### src/rtl/node_launcher.sv
// node_launcher
//   Initiator side of the tree-node ST/RD handshake. A rising edge on GO
//   launches one child computation: C_ST is raised and held until the child
//   acknowledges by dropping C_RD, then the block waits for C_RD to rise
//   again, latches C_RES into DATA and pulses DONE for one cycle.
//
// Optional feature (macro TIMEOUT_EN):
//   Defined   - a saturating cycle counter bounds the acknowledge wait
//               (ACK_LIMIT) and the result wait (DONE_LIMIT). On expiry C_ST
//               drops, the block returns to idle and the sticky TOUT flag is
//               set. DATA is not written and DONE does not pulse. TOUT clears
//               on reset or on the next successful capture.
//   Undefined - both waits are unbounded, TOUT is tied low and the counter
//               does not exist.
//
// Ports:
//   CLK    in          clock, all state changes on posedge
//   RST    in          asynchronous reset, active low
//   GO     in          upstream start request, rising-edge sensitive
//   BUSY   out         high while a launch is in progress
//   DONE   out         one-cycle pulse when DATA has been updated
//   TOUT   out         sticky timeout flag (TIMEOUT_EN builds only)
//   DATA   out [WIDTH] last captured child result
//   C_ST   out         start strobe to the child node
//   C_RD   in          child ready (1 = idle/done, 0 = computing)
//   C_RES  in  [WIDTH] child result

module node_launcher #(
  parameter int WIDTH      = 16,
  parameter int CNT_W      = 8,
  parameter int ACK_LIMIT  = 8,
  parameter int DONE_LIMIT = 200
) (
  input  logic             CLK,
  input  logic             RST,
  input  logic             GO,
  output logic             BUSY,
  output logic             DONE,
  output logic             TOUT,
  output logic [WIDTH-1:0] DATA,
  output logic             C_ST,
  input  logic             C_RD,
  input  logic [WIDTH-1:0] C_RES
);

  localparam logic [1:0] IDLE      = 2'd0;
  localparam logic [1:0] ASSERT    = 2'd1;
  localparam logic [1:0] WAIT_DONE = 2'd2;
  localparam logic [1:0] CAPTURE   = 2'd3;

  // Both limits are compared against a CNT_W-bit counter, so they must fit.
  if (ACK_LIMIT >= (1 << CNT_W) || DONE_LIMIT >= (1 << CNT_W)) begin : g_limit_check
    $error("node_launcher: ACK_LIMIT/DONE_LIMIT do not fit in CNT_W bits");
  end

  logic [1:0] state;
  logic       go_old;
  logic       start;
  logic       ack_to;
  logic       done_to;

  // go_old resets high so a GO level held through reset is not a launch.
  assign start = GO & ~go_old;

`ifdef TIMEOUT_EN
  localparam logic [CNT_W-1:0] ACK_LIM_C  = CNT_W'(ACK_LIMIT);
  localparam logic [CNT_W-1:0] DONE_LIM_C = CNT_W'(DONE_LIMIT);

  logic [CNT_W-1:0] cnt;
  logic             tout;

  // Saturating increment: the counter parks at all-ones instead of wrapping.
  function automatic logic [CNT_W-1:0] sat_inc(input logic [CNT_W-1:0] v);
    return (&v) ? v : v + CNT_W'(1);
  endfunction

  assign ack_to  = (state == ASSERT)    && (cnt == ACK_LIM_C);
  assign done_to = (state == WAIT_DONE) && (cnt == DONE_LIM_C);
  assign TOUT    = tout;

  always_ff @(posedge CLK or negedge RST) begin
    if (!RST) begin
      cnt  <= '0;
      tout <= 1'b0;
    end else begin
      case (state)
        ASSERT: begin
          if (!C_RD) cnt <= '0;           // acknowledge restarts the count
          else       cnt <= sat_inc(cnt);
          if (C_RD && ack_to) tout <= 1'b1;
        end
        WAIT_DONE: begin
          cnt <= sat_inc(cnt);
          if (C_RD)         tout <= 1'b0; // successful capture clears it
          else if (done_to) tout <= 1'b1;
        end
        default: cnt <= '0;
      endcase
    end
  end
`else
  assign ack_to  = 1'b0;
  assign done_to = 1'b0;
  assign TOUT    = 1'b0;
`endif

  always_ff @(posedge CLK or negedge RST) begin
    if (!RST) begin
      state  <= IDLE;
      go_old <= 1'b1;
      C_ST   <= 1'b0;
      BUSY   <= 1'b0;
      DONE   <= 1'b0;
      DATA   <= '0;
    end else begin
      go_old <= GO;
      DONE   <= 1'b0;
      case (state)
        IDLE: begin
          // A child that is already busy cannot be launched; drop the edge.
          if (start && C_RD) begin
            state <= ASSERT;
            C_ST  <= 1'b1;
            BUSY  <= 1'b1;
          end
        end
        ASSERT: begin
          // Only a low C_RD counts as acknowledge; highs are ignored.
          if (!C_RD) begin
            state <= WAIT_DONE;
            C_ST  <= 1'b0;
          end else if (ack_to) begin
            state <= IDLE;
            C_ST  <= 1'b0;
            BUSY  <= 1'b0;
          end
        end
        WAIT_DONE: begin
          if (C_RD) begin
            state <= CAPTURE;
            DATA  <= C_RES;
            DONE  <= 1'b1;
            BUSY  <= 1'b0;
          end else if (done_to) begin
            state <= IDLE;
            BUSY  <= 1'b0;
          end
        end
        // DONE is high for this cycle; GO edges here are dropped.
        CAPTURE: state <= IDLE;
        default: state <= IDLE;
      endcase
    end
  end

endmodule

### config.mk
export PLATFORM = sky130hd
export DESIGN_NAME = node_launcher
export DESIGN_NICKNAME = d
export VERILOG_FILES = /design/src/rtl/node_launcher.sv
export SDC_FILE = /design/constraint.sdc
export NUM_CORES = 1
export LEC_CHECK = 0
export CORE_MARGIN = 3
export CORE_UTILIZATION = 42
export CTS_CLUSTER_DIAMETER = 50
export DETAILED_ROUTE_END_ITERATION = 7
export PLACE_DENSITY = 0.78
export SYNTH_ARGS = -nofsm -noshare
export SYNTH_HDL_FRONTEND = slang
export SYNTH_SLANG_ARGS = --single-unit
### constraint.sdc
create_clock -name CLK -period 1.9 [get_ports CLK]
set_clock_uncertainty 0.15 [all_clocks]
set_input_delay 0.285 -clock CLK [delete_from_list [all_inputs] [get_ports CLK]]
set_output_delay 0.285 -clock CLK [all_outputs]
set_load 0.1 [all_outputs]
==> impl_metrics.env <==
export IMPL_routabilityCongestion=0.7894
export IMPL_io_buffers=38
export IMPL_ctsResizeCount=0
export IMPL_cts_tree="built"
export IMPL_drc=0
export IMPL_wl_per_cell_um=14.93
export IMPL_core_area_mm2=0.002233
export IMPL_antenna_found_initial=0
export IMPL_track_usage_pct=16.39
export IMPL_overflow=0
export IMPL_synth_cell_type_count=23
export IMPL_synth_most_common_cell="dfrtp_1"
export IMPL_stdcell_count=136
export IMPL_via_per_inst=4.890
export IMPL_synth_top_area_share_pct=52.70
export IMPL_syn_inst=67
export IMPL_fill_cells=157
export IMPL_cp_required_ps=1940
export IMPL_first_global_vias=750
export IMPL_path_clk_slew_ps=120
export IMPL_cp_start_kind="flip-flop"
export IMPL_vias=665
export IMPL_ant_nets=0
export IMPL_numCtsBuffers=3
export IMPL_crit_fanout=6
export IMPL_multi_input_area_um2=400.4
export IMPL_rsz0062_at_grt="no"
export IMPL_synth_area_per_cell_um2=14.88
export IMPL_final_hold_viol_count=0
export IMPL_setup_violations=0
export IMPL_crit_type="reg -> reg"
export IMPL_clockRootBuffer="clkbuf_4"
export IMPL_cts_htree_levels=1
export IMPL_nets=133
export IMPL_min_period_over_period_pct=90.04
export IMPL_fin_hold_ws_ps=152.6
export IMPL_dieWidth_um=54.73
export IMPL_drt_pass1_iterations=4
export IMPL_fin_tns_setup_ps=0
export IMPL_netlist_area_um2=997.2
export IMPL_synth_area_leader_cell="dfrtp_1"
export IMPL_fmax_mhz=584.6
export IMPL_slew_violations=0
export IMPL_grt_max_degree=23
export IMPL_dp_hpwl_mm=1.638
export IMPL_drive_above_1_share_pct=33.33
export IMPL_diodes=0
export IMPL_insertion_delay_ps=290
export IMPL_hold_buffers=0
export IMPL_seqCellArea_um2=551.8
export IMPL_place_area_mm2=0.001588
export IMPL_cts_sinks=22
export IMPL_synth_edf_count=0
export IMPL_floorplan_rows=17
export IMPL_async_reset_ff_share_pct=100.0
export IMPL_synth_common_cells="dfrtp_1, mux2_4, mux2_1"
export IMPL_seq_area_frac_synth_pct=55.33
export IMPL_min_path_type="in -> async"
export IMPL_outcome="completed"
export IMPL_period_needed_ps=1711
export IMPL_max_cap_violations=0
export IMPL_stdcell_area_mm2=0.001614
export IMPL_areaGrowthSynthToFinish_pct=61.86
export IMPL_arrival_ps=1750
export IMPL_synth_nets=91
export IMPL_synthTopCellsByArea="dfrtp_1, mux2_4, mux2_1, ha_1, dfstp_2"
export IMPL_drt_iter0_drc=3
export IMPL_synth_main_ff_cell="dfrtp_1"
export IMPL_dieArea_mm2=0.002995
export IMPL_worstSetupEndpointType="flip-flop"
export IMPL_ys_ff_latch=22
export IMPL_numPlacedInstances=132
export IMPL_grt_pass1_wl_mm=3.450
export IMPL_ioPinCount=40
export IMPL_cts_setup_buffers=0
export IMPL_start_util_pct=44.65
export IMPL_totalWireLength_mm=2.030
export IMPL_dieHeight_um=54.73
export IMPL_yosysWarnings=0
export IMPL_clock_path_buffers=2
-- stage by stage --
step	setup WS (ps)	utilization, %
after detailed placement	24.42	71.09
after CTS	184.5	72.27
after floorplan	323.0	-
after global placement	72.31	71.09
after global routing	108.0	72.27
final	189.3	72.27
-- path summary, 6_finish.rpt --
kind	start	end	slack (ps)	depth (start not counted)
min in group CLK	GO	go_old$_DFF_PN1_	310	1
min reg2reg	DATA[8]$_DFFE_PN0P_	DATA[8]$_DFFE_PN0P_	420	1
min	RST	DATA[14]$_DFFE_PN0P_	150	2
max reg2reg	state[1]$_DFFE_PN0P_	state[1]$_DFFE_PN0P_	190	5
max in group asynchronous	RST	go_old$_DFF_PN1_	1170	2
max	state[1]$_DFFE_PN0P_	state[1]$_DFFE_PN0P_	190	5
-- layout make-up --
type | count | area share [%]
clock buffers | 4 | 1.628
flip-flops and latches | 22 | 34.19
inverters | 4 | 0.9302
repair buffers | 40 | 36.28
multi-input cells | 38 | 24.81
well taps | 28 | 2.171
-- routing by layer --
layer | share of wire, % | GRT usage (%)
met5 | 0 | 0
met4 | 0.89 | 3.734
met3 | 7.1 | 3.815
met2 | 52 | 27.36
met1 | 40 | 21.39
-- cell families after synthesis --
logic type      synth area share [%]
compound gates                 7.278
mux                            23.96
flops                          55.33
simple gates                   3.514
other cells                   0.3761
buf+inv                        4.517
fa+ha+maj                      5.019
-- cells in the final DEF, fill, tap and decap left out --
cell / netlist / layout
a21oi_1: 2 / 2
buf_4: 1 / 2
buf_12: 0 / 19
nand2b_1: 1 / 1
o2bb2ai_1: 2 / 2
conb_1: 1 / 1
clkdlybuf4s50_1: 0 / 19
nand2_4: 1 / 1
clkbuf_4: 0 / 3
dfstp_2: 1 / 1
clkbuf_1: 0 / 1
nand3b_1: 1 / 1
dfrtp_1: 21 / 21
o21bai_1: 1 / 1
nor2_1: 1 / 1
mux2i_1: 1 / 1
nor2b_1: 1 / 1
ha_1: 4 / 4
a31oi_1: 1 / 1
a2bb2oi_1: 1 / 1
a211o_1: 1 / 1
a22o_1: 1 / 1
o21ai_0: 1 / 1
inv_1: 4 / 4
mux2_4: 10 / 10
mux2_1: 7 / 7
-- state kept, by name, summed over array words and instances (netlist names) --
register	cells
DATA	16
state	2
BUSY	1
C_ST	1
DONE	1
go_old	1
-- critical path: stages (launching register included) --
cell	delay, ps
dfrtp_1	420
inv_1	110
ha_1	270
mux2i_1	130
a2bb2oi_1	210
mux2_4	320
Power is not shown: default switching activity piles up to over one toggle a cycle in this logic, so the estimate is an artifact.
==> RTL change 1 (same flow settings) <==
Add a define of `TIMEOUT_EN`.
--- a/src/rtl/node_launcher.sv
+++ b/src/rtl/node_launcher.sv
@@ -26,2 +26,4 @@
 //   C_RES  in  [WIDTH] child result
+
+`define TIMEOUT_EN
 
Formal check against the unedited RTL: same outputs for any inputs over 10 cycles, from zero or initial values and one cycle with RST low; that may be too few to reach the edited logic, so the function may still have changed.
==> RTL change 1 against the original RTL <==
  * The flow now finishes with violations (setup timing)
  * Critical path depth grew 1
  * Area after synthesis is 49% higher
  * Sequential cell count up 9
  * Routed wire length rose by 79%
  * Setup slack got worse by 260 ps
  * Final area rose by 47%
  * Utilization up 1.9 points
  * Critical path type unchanged
Power is left out: the tool's default activity adds up to more than one toggle a clock period on the data nets, which glitch-free logic cannot reach.
==> RTL change 1: results <==
{
  "port_buffers": 39,
  "cts-htree-levels": 2,
  "synth_nets": 150,
  "ys_types": 38,
  "dp_cells": 225,
  "wl_met1_um": 1340,
  "wl_met2_um": 2110,
  "grt_use_total_pct": 18.5,
  "cts_made_buffers": 5,
  "setup_viol_count_final": 2,
  "clk_latency_ps": 340,
  "multiInputGateArea_um2": 703,
  "synth_top_cells_by_count": "30 x dfrtp_1, 16 x mux2_2, 10 x nor2_1",
  "routed-wl-met3_um": 123,
  "outcome": "finished with violations",
  "pre_cts_slack_ps": -140,
  "arrival_ps": 2050,
  "final_nets": 216,
  "largestRegisters": "DATA x16, cnt x8, state x2",
  "grt_use_met2_pct": 33.5,
  "dp_hpwl_um": 2830,
  "finalWorstSetupSlack_ps": -67.1,
  "slowest_stage": "or4b_4",
  "grt_pass1_wl_um": 5950,
  "ys_seq_area_share_pct": 52.2,
  "violations": "setup timing",
  "dr_total_vias": 1215,
  "wl_um": 3630
}
-- RTL change 1: cell types whose count changed after synthesis, sizes merged, moves of 3 or more --
cell   unedited run  this run
nand2             1         7
dfrtp            21        30
o21ai             1         6
nor2              1        10
buf               3         0
-- RTL change 1: what timing repair did --
item / 4_1_cts / 5_1_grt
endpoints found under the setup margin: 2 / 5
resized for setup: 0 / 3
pin swaps: 0 / 0
buffers inserted: 2 / 0
-- RTL change 1: path summary, 6_finish.rpt --
check	depth (start not counted)	end	start	slack [ps]
worst max-delay path	6	state[1]$_DFFE_PN0P_	cnt[0]$_DFF_PN0_	-70
worst min-delay path	2	cnt[1]$_DFF_PN0_	RST	170
worst max register to register	6	state[1]$_DFFE_PN0P_	cnt[0]$_DFF_PN0_	-70
worst min register to register	1	DATA[8]$_DFFE_PN0P_	DATA[8]$_DFFE_PN0P_	430
max in group asynchronous	2	go_old$_DFF_PN1_	RST	1100
min in group CLK	1	go_old$_DFF_PN1_	GO	250
==> RTL change 2 (config.mk and constraints unchanged) <==
Without the edit above. Add an input register stage for `GO` and `C_RES`, cleared by the reset; this delays them by one clock. The other inputs are not delayed to match. Comments in the files are not updated.
--- a/src/rtl/node_launcher.sv
+++ b/src/rtl/node_launcher.sv
@@ -50,2 +50,15 @@
 
+  logic GO_q;
+  logic [WIDTH-1:0] C_RES_q;
+
+  always_ff @(posedge CLK or negedge RST) begin
+    if (!RST) begin
+      GO_q    <= '0;
+      C_RES_q <= '0;
+    end else begin
+      GO_q    <= GO;
+      C_RES_q <= C_RES;
+    end
+  end
+
   // Both limits are compared against a CNT_W-bit counter, so they must fit.
@@ -62,3 +75,3 @@
   // go_old resets high so a GO level held through reset is not a launch.
-  assign start = GO & ~go_old;
+  assign start = GO_q & ~go_old;
 
@@ -115,3 +128,3 @@
     end else begin
-      go_old <= GO;
+      go_old <= GO_q;
       DONE   <= 1'b0;
@@ -140,3 +153,3 @@
             state <= CAPTURE;
-            DATA  <= C_RES;
+            DATA  <= C_RES_q;
             DONE  <= 1'b1;
Behaviour: not the same (Yosys sat finds a counterexample within 4 cycles, from zero or initial values and one cycle with RST low).
==> RTL change 2 against the original RTL <==
  * Synthesized cell count rose by 25%
  * Setup slack lost 43 ps
  * Sequential cell count grew 17
  * First-iteration DRC count rose to 5.0 times the old value
  * Utilization decreased by 5.5 points
  * Area after synthesis grew 43%
  * Final area is 30% higher
  * Die area increased by 38%
  * Maximum frequency down 2.5%
  * Routed wire length up 25%
  * Critical path depth is the same
  * Sequential share of layout area up 12 points
  * Largest cell class is now flip-flops and latches
  * Highest routed layer is now met3
Power is left out: the tool's default activity adds up to more than one toggle a clock period on the data nets, which glitch-free logic cannot reach.
==> RTL change 2: results <==
{
  "outcome": "completed",
  "arrival_ps": 1830,
  "dp_hpwl_um": 1900,
  "synth_compound_area_share_pct": 5.10,
  "diodes": 0,
  "hold_class": "primary input to register",
  "holdWs_ps": 224,
  "grt_use_total_pct": 14.5,
  "drtIter0Drc": 15,
  "dr.pass1.iters": 4,
  "synth_nets": 108,
  "grt_pass1_wl_um": 4450,
  "synthAdderAreaFrac_pct": 3.52,
  "synth_top_cells_by_count": "38 x dfrtp_1, 10 x mux2_4, 7 x mux2_1",
  "cts-htree-levels": 2,
  "r2r-start": "state[0]$_DFFE_PN0P_",
  "final_nets": 153,
  "cts_made_buffers": 5,
  "synth_mux_area_share_pct": 16.8,
  "yosys_warnings": 0,
  "ff2ff_path_depth": 5,
  "routed_via_density": 4.66,
  "synth.area.top_cells": "dfrtp_1 67%, mux2_4 11%, mux2_1 5.5%",
  "wl_per_cell_um": 14.6,
  "layout-drive-gt1-share_pct": 32.3,
  "clk_latency_ps": 330,
  "path_max_fanout": 4,
  "grt_pass1_vias": 923,
  "r2r_slack_ps": 150,
  "largestRegisters": "C_RES_q x16, DATA x16, state x2",
  "endpoint_kind": "register",
  "grt_max_degree": 40,
  "gp_congestion": 0.756,
  "ys_seq_area_share_pct": 68.7,
  "cts-hold-fix-buffers": 1,
  "crit_type": "register to register",
  "worst_hold_path.num_cells": 1,
  "cts_root_buf": "clkbuf_4",
  "fillers": 229,
  "min_to": "C_RES_q[0]$_DFF_PN0_",
  "post_cts_resize_count": 0
}
[RTL change 2: cell count changes in the layout (fill, tap and decap cells not counted)]
cell             unedited run  this run
clkinv_4                    0         1
clkbuf_1                    1         0
clkbuf_8                    0         1
clkbuf_4                    3         5
dlygate4sd3_1               0         1
buf_2                       0         1
clkinvlp_4                  0         1
dfrtp_1                    21        38
clkdlybuf4s50_1            19        18
[RTL change 2: cell families (layout without fill, tap and decap cells)]
family / count (synthesis) / in the layout
other cells: 1 / 1
compound gates: 10 / 10
buf+inv: 7 / 53
flops: 39 / 39
fa+ha+maj: 4 / 4
mux: 18 / 18
simple gates: 5 / 5
[RTL change 2: metal layers]
metal	part of all wire [%]	up-vias	routed length [µm]	track usage, %
li1	-	371	-	-
met3	4.4	0	112	3.87
met1	41	412	1040	16.8
met5	0	-	0	0
met2	55	27	1390	25.3
met4	0	0	0	5.54
[RTL change 2: critical path, cell delays in order (launching register included)]
cell and delay, ps:
dfrtp_1 420, inv_1 120, ha_1 280, mux2i_1 130, a2bb2oi_1 230, mux2_4 310
[RTL change 2: stage by stage]
step	util, %	TNS [ps]	std cells	area, µm²	setup slack, ps
5_1_grt	66.8	0	174	2110	18.2
6_report	66.8	0	174	2110	146
4_1_cts	66.8	0	174	2110	151
2_1_floorplan	-	0	84	1420	323
3_5_place_dp	64.3	-4.79	165	2030	-4.79
3_3_place_gp	64.3	0	165	2030	63.5
[RTL change 2: cell type report]
cell class	count	area, µm²	area share, %
Timing Repair Buffer	41	591	28.0
Inverter	4	15.0	0.713
Multi-Input combinational cell	38	400	19.0
Tap cell	44	55.1	2.61
Clock buffer	6	51.3	2.44
Clock inverter	2	16.3	0.772
Sequential cell	39	977	46.4
